--- config.mk ---
export PLATFORM = sky130hd
export DESIGN_NAME = flash_exerciser
export DESIGN_NICKNAME = d
export VERILOG_FILES = /design/src/rtl/flash_exerciser.sv
export SDC_FILE = /design/constraint.sdc
export NUM_CORES = 1
export LEC_CHECK = 0
export ABC_AREA = 1
export BUFFER_PORTS_ARGS = -buffer_cell sky130_fd_sc_hd__buf_2
export CORE_MARGIN = 1.5
export CORE_UTILIZATION = 44
export CTS_CLUSTER_DIAMETER = 30
export DETAILED_ROUTE_END_ITERATION = 7
export GPL_ROUTABILITY_DRIVEN = 0
export PLACE_DENSITY = 0.72
export SLEW_MARGIN = 5
export SYNTH_ARGS = -nofsm -noshare
export SYNTH_HDL_FRONTEND = slang
export SYNTH_SLANG_ARGS = --single-unit
--- constraint.sdc ---
create_clock -name clk -period 2.8 [get_ports clk]
set_clock_uncertainty 0.05 [all_clocks]
set_input_delay 0.42 -clock clk [delete_from_list [all_inputs] [get_ports clk]]
set_output_delay 0.42 -clock clk [all_outputs]
set_load 0.005 [all_outputs]
--- src/rtl/flash_exerciser.sv ---
// flash_exerciser: write/read-back traffic generator for the SPI flash controller
// CPU-side handshake. Writes a deterministic pattern over a window of NUM_WORDS words,
// reads it back and reports pass/fail, a saturating error count and the first bad address.
// Optional feature macro: FLASH_EXER_LFSR_EN selects a 32-bit Galois LFSR pattern instead
// of the default address-XOR-iteration pattern.
module flash_exerciser #(
  parameter int unsigned       ADDR_W     = 24,
  parameter int unsigned       DATA_W     = 32,
  parameter int unsigned       WORD_BYTES = 4,
  parameter int unsigned       NUM_WORDS  = 1024,
  parameter logic [ADDR_W-1:0] START_ADDR = 24'h000000
) (
  input  logic              clk,
  input  logic              reset_n,
  input  logic              start,
  input  logic              abort,
  input  logic [1:0]        mode,
  output logic              flash_en,
  output logic              flash_write,
  output logic [ADDR_W-1:0] flash_addr,
  output logic [DATA_W-1:0] flash_data_in,
  input  logic              flash_ready,
  input  logic [DATA_W-1:0] flash_data_out,
  output logic              busy,
  output logic              done,
  output logic              pass,
  output logic [15:0]       err_count,
  output logic [ADDR_W-1:0] first_err_addr,
  output logic [7:0]        iter
);

  localparam int unsigned    IdxW    = (NUM_WORDS > 1) ? $clog2(NUM_WORDS) : 1;
  localparam logic [IdxW-1:0] LastIdx = IdxW'(NUM_WORDS - 1);

  typedef enum logic [1:0] {StIdle, StWrite, StRead, StDone} state_e;

  state_e            state_q, state_d;
  logic [1:0]        mode_q, mode_d;
  logic [IdxW-1:0]   idx_q, idx_d;
  logic [7:0]        iter_q, iter_d;
  logic [15:0]       err_q, err_d;
  logic [ADDR_W-1:0] first_q, first_d;
  logic [ADDR_W-1:0] addr;
  logic [DATA_W-1:0] pattern;
  logic              pat_seed, pat_step;
  logic              active;

  assign addr   = START_ADDR + ADDR_W'(idx_q) * ADDR_W'(WORD_BYTES);
  assign active = (state_q == StWrite) || (state_q == StRead);

`ifdef FLASH_EXER_LFSR_EN
  localparam logic [31:0] LfsrSeed = 32'hACE1_0001;
  localparam logic [31:0] LfsrTaps = 32'h8020_0003;

  logic [31:0] lfsr_q, lfsr_d;

  if (DATA_W != 32) begin : gen_data_w_check
    $error("flash_exerciser: DATA_W must be 32 when FLASH_EXER_LFSR_EN is defined");
  end

  // Reseed at the start of every pass so write and read passes see the same sequence.
  always_comb begin
    lfsr_d = lfsr_q;
    if (pat_seed) begin
      lfsr_d = LfsrSeed ^ {24'd0, iter_d};
    end else if (pat_step) begin
      lfsr_d = lfsr_q[0] ? ((lfsr_q >> 1) ^ LfsrTaps) : (lfsr_q >> 1);
    end
  end

  // LFSR state register.
  always_ff @(posedge clk or negedge reset_n) begin
    if (!reset_n) begin
      lfsr_q <= LfsrSeed;
    end else begin
      lfsr_q <= lfsr_d;
    end
  end

  assign pattern = DATA_W'(lfsr_q);
`else
  logic unused_pat;

  assign pattern    = DATA_W'(addr) ^ {(DATA_W / 8){iter_q}};
  assign unused_pat = pat_seed ^ pat_step;
`endif

  // Next-state logic: abort wins over start and flash_ready and freezes all counters.
  always_comb begin
    state_d  = state_q;
    mode_d   = mode_q;
    idx_d    = idx_q;
    iter_d   = iter_q;
    err_d    = err_q;
    first_d  = first_q;
    pat_seed = 1'b0;
    pat_step = 1'b0;
    if (abort) begin
      state_d = StIdle;
    end else begin
      unique case (state_q)
        StIdle, StDone: begin
          if (start) begin
            mode_d   = mode;
            idx_d    = '0;
            iter_d   = '0;
            err_d    = '0;
            first_d  = '1;
            pat_seed = 1'b1;
            state_d  = (mode == 2'b10) ? StRead : StWrite;
          end
        end
        StWrite: begin
          if (flash_ready) begin
            if (idx_q == LastIdx) begin
              idx_d    = '0;
              pat_seed = 1'b1;
              state_d  = (mode_q == 2'b01) ? StDone : StRead;
            end else begin
              idx_d    = idx_q + IdxW'(1);
              pat_step = 1'b1;
            end
          end
        end
        StRead: begin
          if (flash_ready) begin
            if (flash_data_out != pattern) begin
              if (err_q != 16'hFFFF) err_d = err_q + 16'd1;
              if (first_q == '1) first_d = addr;
            end
            if (idx_q == LastIdx) begin
              idx_d = '0;
              if (mode_q == 2'b11) begin
                iter_d   = iter_q + 8'd1;
                pat_seed = 1'b1;
                state_d  = StWrite;
              end else begin
                state_d = StDone;
              end
            end else begin
              idx_d    = idx_q + IdxW'(1);
              pat_step = 1'b1;
            end
          end
        end
        default: state_d = StIdle;
      endcase
    end
  end

  // Control and status registers.
  always_ff @(posedge clk or negedge reset_n) begin
    if (!reset_n) begin
      state_q <= StIdle;
      mode_q  <= 2'b00;
      idx_q   <= '0;
      iter_q  <= '0;
      err_q   <= '0;
      first_q <= '1;
    end else begin
      state_q <= state_d;
      mode_q  <= mode_d;
      idx_q   <= idx_d;
      iter_q  <= iter_d;
      err_q   <= err_d;
      first_q <= first_d;
    end
  end

  // Outputs depend on registered state only; address/data are zero outside a transfer.
  always_comb begin
    busy           = active;
    flash_en       = active;
    flash_write    = (state_q == StWrite);
    flash_addr     = active ? addr : '0;
    flash_data_in  = active ? pattern : '0;
    done           = (state_q == StDone);
    pass           = (state_q == StDone) && (err_q == 16'd0);
    err_count      = err_q;
    first_err_addr = first_q;
    iter           = iter_q;
  end

endmodule
==> run_results.csv, run 1 <==
group,metric,value,unit
synth,synth_area_leader_cell,"dfrtp_1",
die,fp.dieW,101.2,microns
clock_network,clock-sinks,49,
synth,synth-compound-area-share,7.219,%
sta,timing.final.crit_share,81.98,%
global_route,grt_pass1_wl,18940,microns
synth,syn_area_per_cell,6.301,sq um
cells_and_area,antennaDiodeCount,0,
global_route,track_usage,22.77,%
power,p_leak,0.002742,uW
critical_path,crit_path_cell_trace,"inv_1 -> ha_1 -> buf_4 -> inv_1 -> buf_2",
route,wl_per_cell,13.16,microns
synth,synth_top_family_by_area,"simple AND/OR/NAND/NOR gates",
clock_network,cts_resized,0,
place,dp_hpwl,9114,microns
die,fp.coreArea,9284,sq um
sta,period_minus_slack,2.296,ns
place,port_buffers,133,
route,final_antenna_net_count,0,
sta,slew_headroom,59.16,%
global_route,grt_pass1_vias,4102,
cells_and_area,final_util,52.08,%
clock_network,postCtsSetupBuffers,0,
sta,hold_slack,0.07123,ns
die,io_pins,148,
job,drv_cap,0,
synth,synth.area.mux_share,0,%
cells_and_area,syn2layout_area_growth,13.85,%
synth,syn-instance-count,674,
clock_network,tritoncts,"yes",
critical_path,crit_arrival,1.83,ns
global_route,antenna_found_initial,0,
power,power_per_cell_area,689.4,nW/um^2
route,drc_errors,0,
worst_hold_path,hp-class,"in2async",
sta,max_freq,435.6,MHz
critical_path,cp-start-kind,"register",
route,dr.pass1.iters,6,
clock_network,insertion_delay,0.30,ns
cells_and_area,drive_above_1_share,23.31,%
critical_path,path_delay_family,"buffers and inverters",
sta,hold_violations,0,
route,vias,4620,
clock_network,numCtsBuffers,5,
critical_path,required,2.33,ns
sta,rsz0062_at_grt,"false",
critical_path,critPathMaxStageDelay,0.40,ns
route,drtIter0Drc,365,
synth,yosys.area_share.adder,2.062,%
critical_path,ff2ff_setup_slack,0.56,ns
global_route,overflow,0,
place,place_ws,0.5836,ns
route,wl,11800,microns
clock_network,cts_htree_levels,2,
clock_network,cts_hold_buf,0,
synth,synth_simple_gate_area_share,41.48,%
critical_path,cp_num_buf_inv,4,
synth,synthesis.area,4247,sq um
sta,fin_ws,0.5045,ns
critical_path,critPathMostFrequentCell,"inv_1",
critical_path,worstPathMaxFanout,31,
outcome,outcome,"complete, no violations",
synth,ys_types,38,
clock_network,path_clk_slew,0.09,ns
synth,synth.top_cell.area_share,22.39,%
sta,slew_viol_final,0,
cells_and_area,nNetsFinal,813,
sta,final.setup.tns,0,ns
global_route,grt_start_max_net_pins,32,
synth,synth_area_leaders,"dfrtp_1 22%, nand2_1 21%, buf_4 8.0%, dfstp_2 6.8%, inv_1 6.6%",
power,ir_worst_vdd,0.0004594,V
synth,synth_seq_area_share,29.20,%
die,rows,35,
die,initial_core_util,45.74,%
clock_network,cts_buffer_depth,2,
die,die_h,101.2,microns
critical_path,end_kind,"primary output",
power,power,3333,uW
critical_path,slowest_stage,"dfrtp_1",
route,vias_per_cell,5.151,
die,die-area,10250,sq um
sta,worstMarginPinSlew,0.6126,ns
synth,synth_xor_area_share,2.062,%
clock_network,root_buffer,"clkbuf_8",
synth,ys_ff_latch,49,
sta,setup_viol,0,
critical_path,path_class,"reg2out",
synth,synth_warnings,0,
power by group:
group | internal [uW] | switching (uW)
Combinational | 599 | 1100
Sequential | 928 | 203
Clock | 265 | 235
Total | 1790 | 1540
stage by stage:
step / area [sq um] / std cells
global route: 4835 / 897
CTS: 4835 / 897
detailed placement: 4727 / 889
finish: 4835 / 897
global placement: 4727 / 889
floorplan: 4295 / 687
placed cells by master (no fill, tap or decap), drive strengths merged, types with 3 or more instances in the layout:
master / n
xor2: 8
dfrtp: 38
inv: 83
o21ai: 16
nand3: 33
o31ai: 7
nand2: 238
clkbuf: 6
buf: 140
nand4: 37
nand3b: 3
nor3: 11
dfstp: 11
ha: 7
nor2: 77
a21oi: 24
conb: 14
area by class of cell:
class                   instances  area, sq um
fillers                       983         4449
multi-input cells             488         2296
flip-flops and latches         49         1240
repair buffers                140        718.2
inverters                      83        311.5
well taps                     129        161.4
clock buffers                   6        72.57
clock inverters                 2        35.03
cell families after synthesis:
logic type,count (synthesis)
fa+ha+maj,7
other cells,1
simple gates,403
xor+xnor,10
buf+inv,150
compound gates,54
flops,49
flip-flops by register name (all words and copies together) (netlist names):
signal / flops
mode_q: 2
first_err_addr: 11
iter: 8
state_q: 2
err_count: 16
idx_q: 10
synth_stat cells, drive strengths merged:
master,number
dfrtp,38
xor2,8
clkbuf,7
o21bai,2
o21ai,16
nand4,37
a22oi,1
buf,60
o31ai,7
nand3,33
conb,1
nor3b,2
nor4,2
dfstp,11
nor2,77
nand2,238
o211ai,2
xnor2,2
o22ai,1
nand3b,3
ha,7
o211a,1
inv,83
nor3,11
a21oi,24
final timing paths:
path / from / end / cells past startpoint
worst max-delay path: state_q[0]$_DFFE_PN0P_ / flash_en / 5
worst min-delay path: reset_n / err_count[2]$_DFFE_PN0P_ / 1
worst max register to register: state_q[0]$_DFFE_PN0P_ / err_count[6]$_DFFE_PN0P_ / 9
worst min register to register: first_err_addr[5]$_DFFE_PN1P_ / first_err_addr[5]$_DFFE_PN1P_ / 2
max in group asynchronous: reset_n / first_err_addr[3]$_DFFE_PN1P_ / 2
min in group clk: mode[0] / mode_q[0]$_DFFE_PN0P_ / 3
worst reg2reg max path, delay by kind of cell, from the launching register on:
kind,cells,cell delay [ns]
fa+ha+maj,1,0.20
buf+inv,3,0.70
flops,1,0.40
compound gates,1,0.12
simple gates,4,0.66
metal layers:
layer / up-vias / GRT usage (%) / part of all wire, % / wire length, microns
met5: - / 0 / 0 / 0
met4: 0 / 7.265 / 1.8 / 214
met3: 24 / 2.968 / 7.0 / 826
met2: 200 / 38.31 / 48 / 5625
met1: 2141 / 30.47 / 44 / 5134
li1: 2255 / - / - / -
Power figures use the tool's default switching activity.
==> run 2, diff against run 1 <==
==> constraint.sdc (replaced) <==
create_clock -name clk -period 2.3 [get_ports clk]
set_clock_uncertainty 0.05 [all_clocks]
set_input_delay 0.345 -clock clk [delete_from_list [all_inputs] [get_ports clk]]
set_output_delay 0.345 -clock clk [all_outputs]
set_load 0.005 [all_outputs]
==> run 2 against run 1 <==
Net effect:
- register-to-register slack worse by 0.41 ns
- hold slack better by 0.15 ns
- global-route usage increased by 0.64 points
- non-clock buffer count is 9 higher
- critical endpoint is now flash_data_in[10]
- largest cell class unchanged
==> run_results.csv, run 2 (same netlist as run 1, synthesis figures left out) <==
group,metric,value,unit
cells_and_area,nNetsFinal,823,
cells_and_area,final_area,4925,sq um
global_route,grt_pass1_wl,19560,microns
sta,period_minus_slack,2.177,ns
die,initial_core_util,45.74,%
sta,slew_headroom,65.96,%
power,power,4051,uW
power,seqPwrFrac,33.6,%
place,place_inst,897,
critical_path,crit_path_cell_trace,"inv_1 -> ha_1 -> buf_6 -> a21oi_1 -> buf_2",
power,ir_worst_vdd,0.0005312,V
clock_network,cts_htree_levels,2,
cells_and_area,largest_reg_flops,16,
cells_and_area,layout_commonest_cell,"nand2_1",
global_route,grt_start_max_net_pins,46,
place,dp_hpwl,9470,microns
route,final_antenna_net_count,0,
clock_network,clock-sinks,49,
global_route,antenna_found_initial,0,
clock_network,numCtsBuffers,5,
route,wl_per_cell,13.41,microns
power,p_sw,1929,uW
route,vias,4594,
critical_path,crit_arrival,1.78,ns
critical_path,slowest_stage,"dfrtp_1",
outcome,outcome,"complete, no violations",
die,io_pins,148,
power,p_leak,0.002782,uW
power,p_comb_share,53.5,%
sta,fin_ws,0.1234,ns
clock_network,tritoncts,"yes",
power,clkPwrFrac,12.8,%
power,intPower,2122,uW
sta,max_freq,459.4,MHz
cells_and_area,drive_above_1_share,24.55,%
route,drtIter0Drc,458,
critical_path,critPathMaxStageDelay,0.41,ns
clock_network,root_buffer,"clkbuf_8",
place,place_area,4800,sq um
critical_path,cp-start-kind,"register",
job,drv_cap,0,
sta,timing.final.crit_share,94.63,%
route,vias_per_cell,5.065,
cells_and_area,antennaDiodeCount,0,
sta,slew_viol_final,0,
die,fp.dieW,101.2,microns
clock_network,cts_buffer_depth,2,
clock_network,insertion_delay,0.30,ns
critical_path,required,1.90,ns
die,die_h,101.2,microns
route,wl,12160,microns
sta,worstMarginPinSlew,0.5063,ns
die,fp.coreArea,9284,sq um
power,swShare,47.61,%
route,drc_errors,0,
global_route,overflow,0,
cells_and_area,fin_cells,907,
die,rows,35,
place,place_ws,0.1522,ns
global_route,grt_pass1_vias,4169,
global_route,track_usage,23.42,%
sta,hold_slack,0.2167,ns
critical_path,worstPathMaxFanout,30,
clock_network,postCtsSetupBuffers,0,
cells_and_area,syn2layout_area_growth,15.97,%
sta,setup_viol,0,
route,dr.pass1.iters,5,
power,power_per_cell_area,822.7,nW/um^2
clock_network,path_clk_slew,0.09,ns
die,die-area,10250,sq um
worst_hold_path,hp-class,"in2reg",
place,port_buffers,133,
sta,hold_violations,0,
critical_path,end_kind,"primary output",
critical_path,path_class,"reg2out",
cells_and_area,most-common-layout-cells,"234 x nand2_1, 133 x buf_2, 75 x inv_1",
==> run 2: cell type report <==
cell class,instances,area (sq um)
fill,970,4359
multi-input combinational,489,2317
sequential,49,1241
timing repair buffer,149,804.5
inverter,83,311.5
tap,129,161.4
clock buffer,5,68.82
clock inverter,3,20.02
==> run 2: repair_timing <==
action                                 CTS  global route
gates resized for setup                  0             4
hold buffers                             1             0
setup endpoints to repair                0            39
endpoints found under the hold margin    4             0
==> run 2: path summary, 6_finish.rpt <==
kind	slack (ns)	to	depth (start not counted)	start
worst max-delay path	0.12	flash_data_in[10]	5	state_q[0]$_DFFE_PN0P_
worst max register to register	0.15	err_count[11]$_DFFE_PN0P_	12	state_q[0]$_DFFE_PN0P_
max in group asynchronous	1.34	first_err_addr[6]$_DFFE_PN1P_	3	reset_n
worst min register to register	0.43	first_err_addr[10]$_DFFE_PN1P_	2	first_err_addr[10]$_DFFE_PN1P_
worst min-delay path	0.22	mode_q[0]$_DFFE_PN0P_	3	mode[0]
min in group asynchronous	0.35	err_count[11]$_DFFE_PN0P_	2	reset_n
==> run 2: worst max-delay path, delay by kind of cell (launching register included) <==
| kind | cells | cell delay (ns) |
|---|---|---|
| flip-flops | 1 | 0.41 |
| AO/OA/AOI/OAI | 1 | 0.26 |
| adder cells (fa/ha/maj) | 1 | 0.36 |
| buffers and inverters | 3 | 0.44 |
==> run 2: metal layers <==
metal	track usage (%)	routed length, microns	up-vias
li1	-	-	2285
met1	32.80	5488	2097
met2	38.00	5675	192
met3	2.830	808	20
met4	7.051	190	0
met5	0	0	-
==> run 2: stage by stage <==
| step | TNS (ns) | util [%] |
|---|---|---|
| 3_3_place_gp | 0 | 51.70 |
| 4_1_cts | 0 | 52.76 |
| 6_report | 0 | 53.05 |
| 5_1_grt | -0.006502 | 53.05 |
| 3_5_place_dp | 0 | 51.70 |
| 2_1_floorplan | 0 | - |
==> run 2: power by group through the flow <==
stage / combinational [uW] / clock, uW / sequential (uW)
final: 2170 / 520 / 1360
after global routing: 2450 / 567 / 1400
after CTS: 2120 / 531 / 1360
after detailed placement: 2110 / 0 / 1380
after global placement: 2060 / 0 / 1360
after floorplan: 1610 / 0 / 1330
